## src/rtl/gpio_bank_pkg.sv

```systemverilog
// Shared definitions for the APB GPIO bank: register offsets and the APB slave state encoding.
// Pure declarations: no latency or backpressure of its own.
package gpio_bank_pkg;

   localparam int OFF_OUT   = 0;
   localparam int OFF_DIR   = 1;
   localparam int OFF_IN    = 2;
   localparam int OFF_IEN   = 3;
   localparam int OFF_ISTAT = 4;
   localparam int OFF_EDGE  = 5;
   localparam int OFF_SET   = 6;
   localparam int OFF_CLR   = 7;

   typedef enum logic [1:0] {
      IDLE   = 2'd0,
      SETUP  = 2'd1,
      ACCESS = 2'd2
   } apb_state_e;

endpackage

```

## src/rtl/gpio_sync_edge.sv

```systemverilog
// Two-flop pad synchroniser plus, with GPIO_IRQ_EN, a delay flop giving per-bit rise/fall pulses.
// in_s_o lags the pad by 2 edges, rise/fall assert for one cycle after that; never stalls.
module gpio_sync_edge
   import gpio_bank_pkg::*;
#(
   parameter int WIDTH = 8
) (
   input  logic             pclk,
   input  logic             reset,
   input  logic [WIDTH-1:0] async_i,
   output logic [WIDTH-1:0] in_s_o
`ifdef GPIO_IRQ_EN
   ,
   output logic [WIDTH-1:0] rise_o,
   output logic [WIDTH-1:0] fall_o
`endif
);

   logic [WIDTH-1:0] meta_q;
   logic [WIDTH-1:0] sync_q;

   always_ff @(posedge pclk) begin
      if (reset) begin
         meta_q <= '0;
         sync_q <= '0;
      end else begin
         meta_q <= async_i;
         sync_q <= meta_q;
      end
   end

   assign in_s_o = sync_q;

`ifdef GPIO_IRQ_EN
   logic [WIDTH-1:0] dly_q;

   always_ff @(posedge pclk) begin
      if (reset) begin
         dly_q <= '0;
      end else begin
         dly_q <= sync_q;
      end
   end

   assign rise_o = sync_q & ~dly_q;
   assign fall_o = ~sync_q & dly_q;
`endif

endmodule

```

## src/rtl/apb_gpio_bank.sv

```systemverilog
// APB slave for one GPIO bank (OUT/DIR/IN/SET/CLR; IEN/ISTAT/EDGE and irq only when GPIO_IRQ_EN is defined).
// Writes and reads commit on the SETUP->ACCESS edge with zero wait states; pready is always high.
module apb_gpio_bank
   import gpio_bank_pkg::*;
#(
   parameter int DATA_WIDTH = 8,
   parameter int ADDR_WIDTH = 3
) (
   input  logic                  pclk,
   input  logic                  reset,
   input  logic                  psel,
   input  logic                  penable,
   input  logic                  pwrite,
   input  logic [ADDR_WIDTH-1:0] paddr,
   input  logic [DATA_WIDTH-1:0] pwdata,
   output logic [DATA_WIDTH-1:0] prdata,
   output logic                  pready,
   input  logic [DATA_WIDTH-1:0] gpio_in,
   output logic [DATA_WIDTH-1:0] gpio_out,
   output logic [DATA_WIDTH-1:0] gpio_oe,
   output logic                  irq
);

   apb_state_e            state_q;
   logic [DATA_WIDTH-1:0] prdata_q;
   logic                  pready_q;
   logic [DATA_WIDTH-1:0] out_q, out_d;
   logic [DATA_WIDTH-1:0] dir_q, dir_d;
   logic [DATA_WIDTH-1:0] in_s;
   logic [DATA_WIDTH-1:0] rd_dat;
   logic                  commit;
   logic                  wr_en;
   logic                  rd_en;

   // A held ACCESS phase never re-commits; only the SETUP->ACCESS transition does.
   assign commit = (state_q == SETUP) && psel && penable;
   assign wr_en  = commit && pwrite;
   assign rd_en  = commit && !pwrite;

`ifdef GPIO_IRQ_EN
   logic [DATA_WIDTH-1:0] rise;
   logic [DATA_WIDTH-1:0] fall;

   gpio_sync_edge #(
      .WIDTH (DATA_WIDTH)
   ) u_sync (
      .pclk    (pclk),
      .reset   (reset),
      .async_i (gpio_in),
      .in_s_o  (in_s),
      .rise_o  (rise),
      .fall_o  (fall)
   );
`else
   gpio_sync_edge #(
      .WIDTH (DATA_WIDTH)
   ) u_sync (
      .pclk    (pclk),
      .reset   (reset),
      .async_i (gpio_in),
      .in_s_o  (in_s)
   );
`endif

`ifdef GPIO_IRQ_EN
   logic [DATA_WIDTH-1:0] ien_q, ien_d;
   logic [DATA_WIDTH-1:0] istat_q, istat_d;
   logic [DATA_WIDTH-1:0] edge_q, edge_d;
   logic [DATA_WIDTH-1:0] evt;
   logic [DATA_WIDTH-1:0] w1c_mask;

   assign evt = (edge_q & rise) | (~edge_q & fall);

   // Events are OR-ed in after the clear so a coincident edge keeps its flag.
   always_comb begin
      ien_d    = ien_q;
      edge_d   = edge_q;
      w1c_mask = '0;
      if (wr_en) begin
         case (int'(paddr))
            OFF_IEN:   ien_d    = pwdata;
            OFF_EDGE:  edge_d   = pwdata;
            OFF_ISTAT: w1c_mask = pwdata;
            default:   ;
         endcase
      end
      istat_d = (istat_q & ~w1c_mask) | evt;
   end

   always_ff @(posedge pclk) begin
      if (reset) begin
         ien_q   <= '0;
         istat_q <= '0;
         edge_q  <= '0;
      end else begin
         ien_q   <= ien_d;
         istat_q <= istat_d;
         edge_q  <= edge_d;
      end
   end

   assign irq = |(istat_q & ien_q);
`else
   assign irq = 1'b0;
`endif

   always_comb begin
      rd_dat = '0;
      case (int'(paddr))
         OFF_OUT:   rd_dat = out_q;
         OFF_DIR:   rd_dat = dir_q;
         OFF_IN:    rd_dat = in_s;
`ifdef GPIO_IRQ_EN
         OFF_IEN:   rd_dat = ien_q;
         OFF_ISTAT: rd_dat = istat_q;
         OFF_EDGE:  rd_dat = edge_q;
`endif
         default:   rd_dat = '0;
      endcase
   end

   always_comb begin
      out_d = out_q;
      dir_d = dir_q;
      if (wr_en) begin
         case (int'(paddr))
            OFF_OUT: out_d = pwdata;
            OFF_DIR: dir_d = pwdata;
            OFF_SET: out_d = out_q | pwdata;
            OFF_CLR: out_d = out_q & ~pwdata;
            default: ;
         endcase
      end
   end

   always_ff @(posedge pclk) begin
      if (reset) begin
         out_q <= '0;
         dir_q <= '0;
      end else begin
         out_q <= out_d;
         dir_q <= dir_d;
      end
   end

   always_ff @(posedge pclk) begin
      if (reset) begin
         state_q  <= IDLE;
         prdata_q <= '0;
         pready_q <= 1'b1;
      end else begin
         pready_q <= 1'b1;
         if (rd_en) begin
            prdata_q <= rd_dat;
         end
         case (state_q)
            IDLE: begin
               if (psel) begin
                  state_q <= penable ? ACCESS : SETUP;
               end
            end
            SETUP: begin
               if (!psel) begin
                  state_q <= IDLE;
               end else if (penable) begin
                  state_q <= ACCESS;
               end
            end
            ACCESS: begin
               if (!psel) begin
                  state_q <= IDLE;
               end else if (!penable) begin
                  state_q <= SETUP;
               end
            end
            default: state_q <= IDLE;
         endcase
      end
   end

   assign prdata   = prdata_q;
   assign pready   = pready_q;
   assign gpio_out = out_q;
   assign gpio_oe  = dir_q;

endmodule

```

## config.mk

```make
export PLATFORM = sky130hd
export DESIGN_NAME = apb_gpio_bank
export DESIGN_NICKNAME = d
export VERILOG_FILES = /design/src/rtl/gpio_bank_pkg.sv /design/src/rtl/gpio_sync_edge.sv /design/src/rtl/apb_gpio_bank.sv
export SDC_FILE = /design/constraint.sdc
export NUM_CORES = 1
export LEC_CHECK = 0
export BUFFER_PORTS_ARGS = -buffer_cell sky130_fd_sc_hd__buf_4
export CORE_MARGIN = 1.5
export CORE_UTILIZATION = 50
export DETAILED_ROUTE_END_ITERATION = 8
export PLACE_DENSITY = 0.77
export SLEW_MARGIN = 20
export SYNTH_ARGS = -nofsm -noshare
export SYNTH_HDL_FRONTEND = slang
export SYNTH_HIERARCHICAL = 1
export SYNTH_SLANG_ARGS = --single-unit
```

## constraint.sdc

```tcl
create_clock -name pclk -period 3.4 [get_ports pclk]
set_input_delay 0.17 -clock pclk [delete_from_list [all_inputs] [get_ports pclk]]
set_output_delay 0.17 -clock pclk [all_outputs]
set_load 0.1 [all_outputs]
```

==> flow_metrics.tcl <==
set metrics [dict create \
    outcome "completed" \
    grt_pass1_vias 1316 \
    crit_slowest_cell "and4b_1" \
    powerDensity_mw_per_mm2 454 \
    setup-violations-final 0 \
    clkSlewWorstSetupHoldPaths_ns 0.13 \
    synthFlopType "dfxtp_1" \
    leakagePower_nw 0.893 \
    synth-seq-area-share_pct 47.8 \
    worstMarginPinSlew_ns 0.700 \
    rows 21 \
    met2_usage_pct 35.2 \
    cp-end-kind "flop" \
    cts_root_buffer "clkbuf_4" \
    insertion_delay_ns 0.35 \
    cts_tree "done" \
    cts_inserted_buffers 5 \
    use_met1_pct 24.9 \
    ys_seq_elements 42 \
    syn_area_mm2 0.00176 \
    die_h_um 62.3 \
    avgViaCountPerCell 5.76 \
    slew_viol_final 0 \
    drive_gt1_share_pct 37.9 \
    cp_max_fo 19 \
    max_freq_mhz 584 \
    die_w_um 62.3 \
    antenna_left 0 \
    finalHoldViolCount 0 \
    dp_cells 235 \
    hold_buffers 0 \
    synth_commonest_cells "42 x dfxtp_1, 16 x nand4_1" \
    core_area_mm2 0.00336 \
    synthArstFlopShare_pct 0 \
    fin_skew_ns 0.00743 \
    cts_buffer_depth 2 \
    yosysUniqueCellTypes 36 \
    gp_congestion 0.770 \
    multi_input_comb_area_um2 800 \
    finalCriticalPeriod_ns 1.71 \
    yosys.area.top_type "dfxtp_1" \
    nets 221 \
    dr.first_iter.drc_count 54 \
    finalWirelength_um 3950 \
    nFillCells 293 \
    dp.final_hpwl_um 2790 \
    crit_chain "and4b_1 -> a31oi_4 -> a32o_1" \
    peakVddDrop_mv 0.401 \
    syn_inst 155 \
    htree_levels 2 \
    design.die.area_mm2 0.00389 \
    grt_pass1_wl_um 6250 \
    top_usage_layer "met2" \
    cts_sinks 42 \
    grt_overflow 0 \
    ios 50 \
    wl_per_cell_um 16.2 \
    grt_util_all_layers_pct 20.6 \
    vias 1406 \
    antenna_found_initial 0 \
    yosys.cell_count.top_type "dfxtp_1" \
    slew_headroom_pct 53.3 \
    postSynthAreaPerCell_um2 11.4 \
    yosys_warnings 6 \
    worstPathArrival_ns 1.97 \
    dr.pass1.iters 4 \
    hp-class "in2reg" \
    post-route-drc-count 0 \
    synth-edff-count 0 \
    critPathMaxStageDelay_ns 0.67 \
    grt_max_degree 31 \
    register_area_um2 841 \
    syn2layout_area_growth_pct 23.3 \
    synth_top_area_share_pct 47.8 \
    tns_ns 0 \
    cp.required_ns 3.66 \
    synth_area_leaders "dfxtp_1 48%, nand4_1 5.7%, a32o_1 4.5%" \
    fin_cells 244 \
    n_antenna_cell 0 \
    cts_resized 0 \
    crit_path_start_kind "flop" \
    initial_utilization_pct 52.3 \
    post_cts_buffers 0 \
    gr-usage-met3_pct 5.43 \
    period_share_pct 50.4 \
    port_buffers 47 \
    rsz0062_at_grt "false" \
    path_class "reg2reg" \
    cap_violations 0 \
    syn-num-nets 179 \
]
[state kept, by name, indices dropped and copies added, names as in the netlist]
name / count
state_q: 2
gpio_oe: 8
u_sync/in_s_o: 8
prdata: 8
u_sync/meta_q: 8
gpio_out: 8
[power by group]
group          switching [mW]  internal, mW  total [mW]
clock network           0.165         0.230       0.395
registers             0.00329         0.502       0.505
logic                  0.0508        0.0350      0.0858
total                   0.219         0.767       0.986
[through the flow]
stage	hold WS, ns	setup slack [ns]	util (%)	total power [mW]	area, µm²
final	0.0279	1.69	64.5	0.986	2170
after global routing	0.00175	1.59	64.5	1.02	2170
after CTS	0.0200	1.69	64.2	0.987	2160
after detailed placement	0.387	1.71	61.1	0.600	2050
after global placement	0.383	1.80	61.1	0.597	2050
after floorplan	0.292	1.94	-	0.571	1760
[layout by cell type, fill, tap and decap left out, types with 3 or more instances in the layout]
cell        n
mux2i_1     8
o2bb2ai_1   8
a22o_1      8
nor2b_2     7
a21oi_1     8
clkbuf_4    5
a32o_1      8
buf_4      47
dfxtp_1    42
and2b_2     6
nor2b_1     3
o21ai_0     8
nand4_1    16
[worst max-delay path: cells and delay by family, from the launching register on]
kind,cells,cell delay [ns]
DFF,1,0.38
and+or+nand+nor,1,0.67
AOI/OAI and AO/OA,2,0.56
[cell type report]
cell class / instances / share of cell area, %
Sequential cell: 42 / 38.7
Multi-Input combinational cell: 99 / 36.8
Timing Repair Buffer: 48 / 16.7
Clock inverter: 3 / 3.17
Tap cell: 46 / 2.65
Clock buffer: 5 / 1.73
Inverter: 1 / 0.173
[path summary, 6_finish.rpt]
path	from	endpoint	slack (ns)	depth (start not counted)
max reg2reg	state_q[0]	gpio_out[1]	1.69	3
max	state_q[0]	gpio_out[1]	1.69	3
min	gpio_in[6]	u_sync/meta_q[6]	0.03	2
min reg2reg	u_sync/meta_q[5]	u_sync/in_s_o[5]	0.45	1
[cells by family after synthesis]
family / after synthesis / share of synthesized area, %
other: 2 / 0.427
buffers and inverters: 14 / 6.82
flip-flops: 42 / 47.8
multiplexers: 8 / 4.55
AO/OA/AOI/OAI: 43 / 19.3
AND/OR/NAND/NOR: 45 / 20.7
XOR/XNOR: 1 / 0.498
[per-layer routing]
metal	share of wire (%)	wire length [µm]	vias to the layer above
met3	4.9	195	9
li1	-	-	674
met2	53	2070	45
met5	0	0	-
met4	2.1	81	0
met1	40	1590	678
No activity file was read; power rests on OpenSTA's default activity.
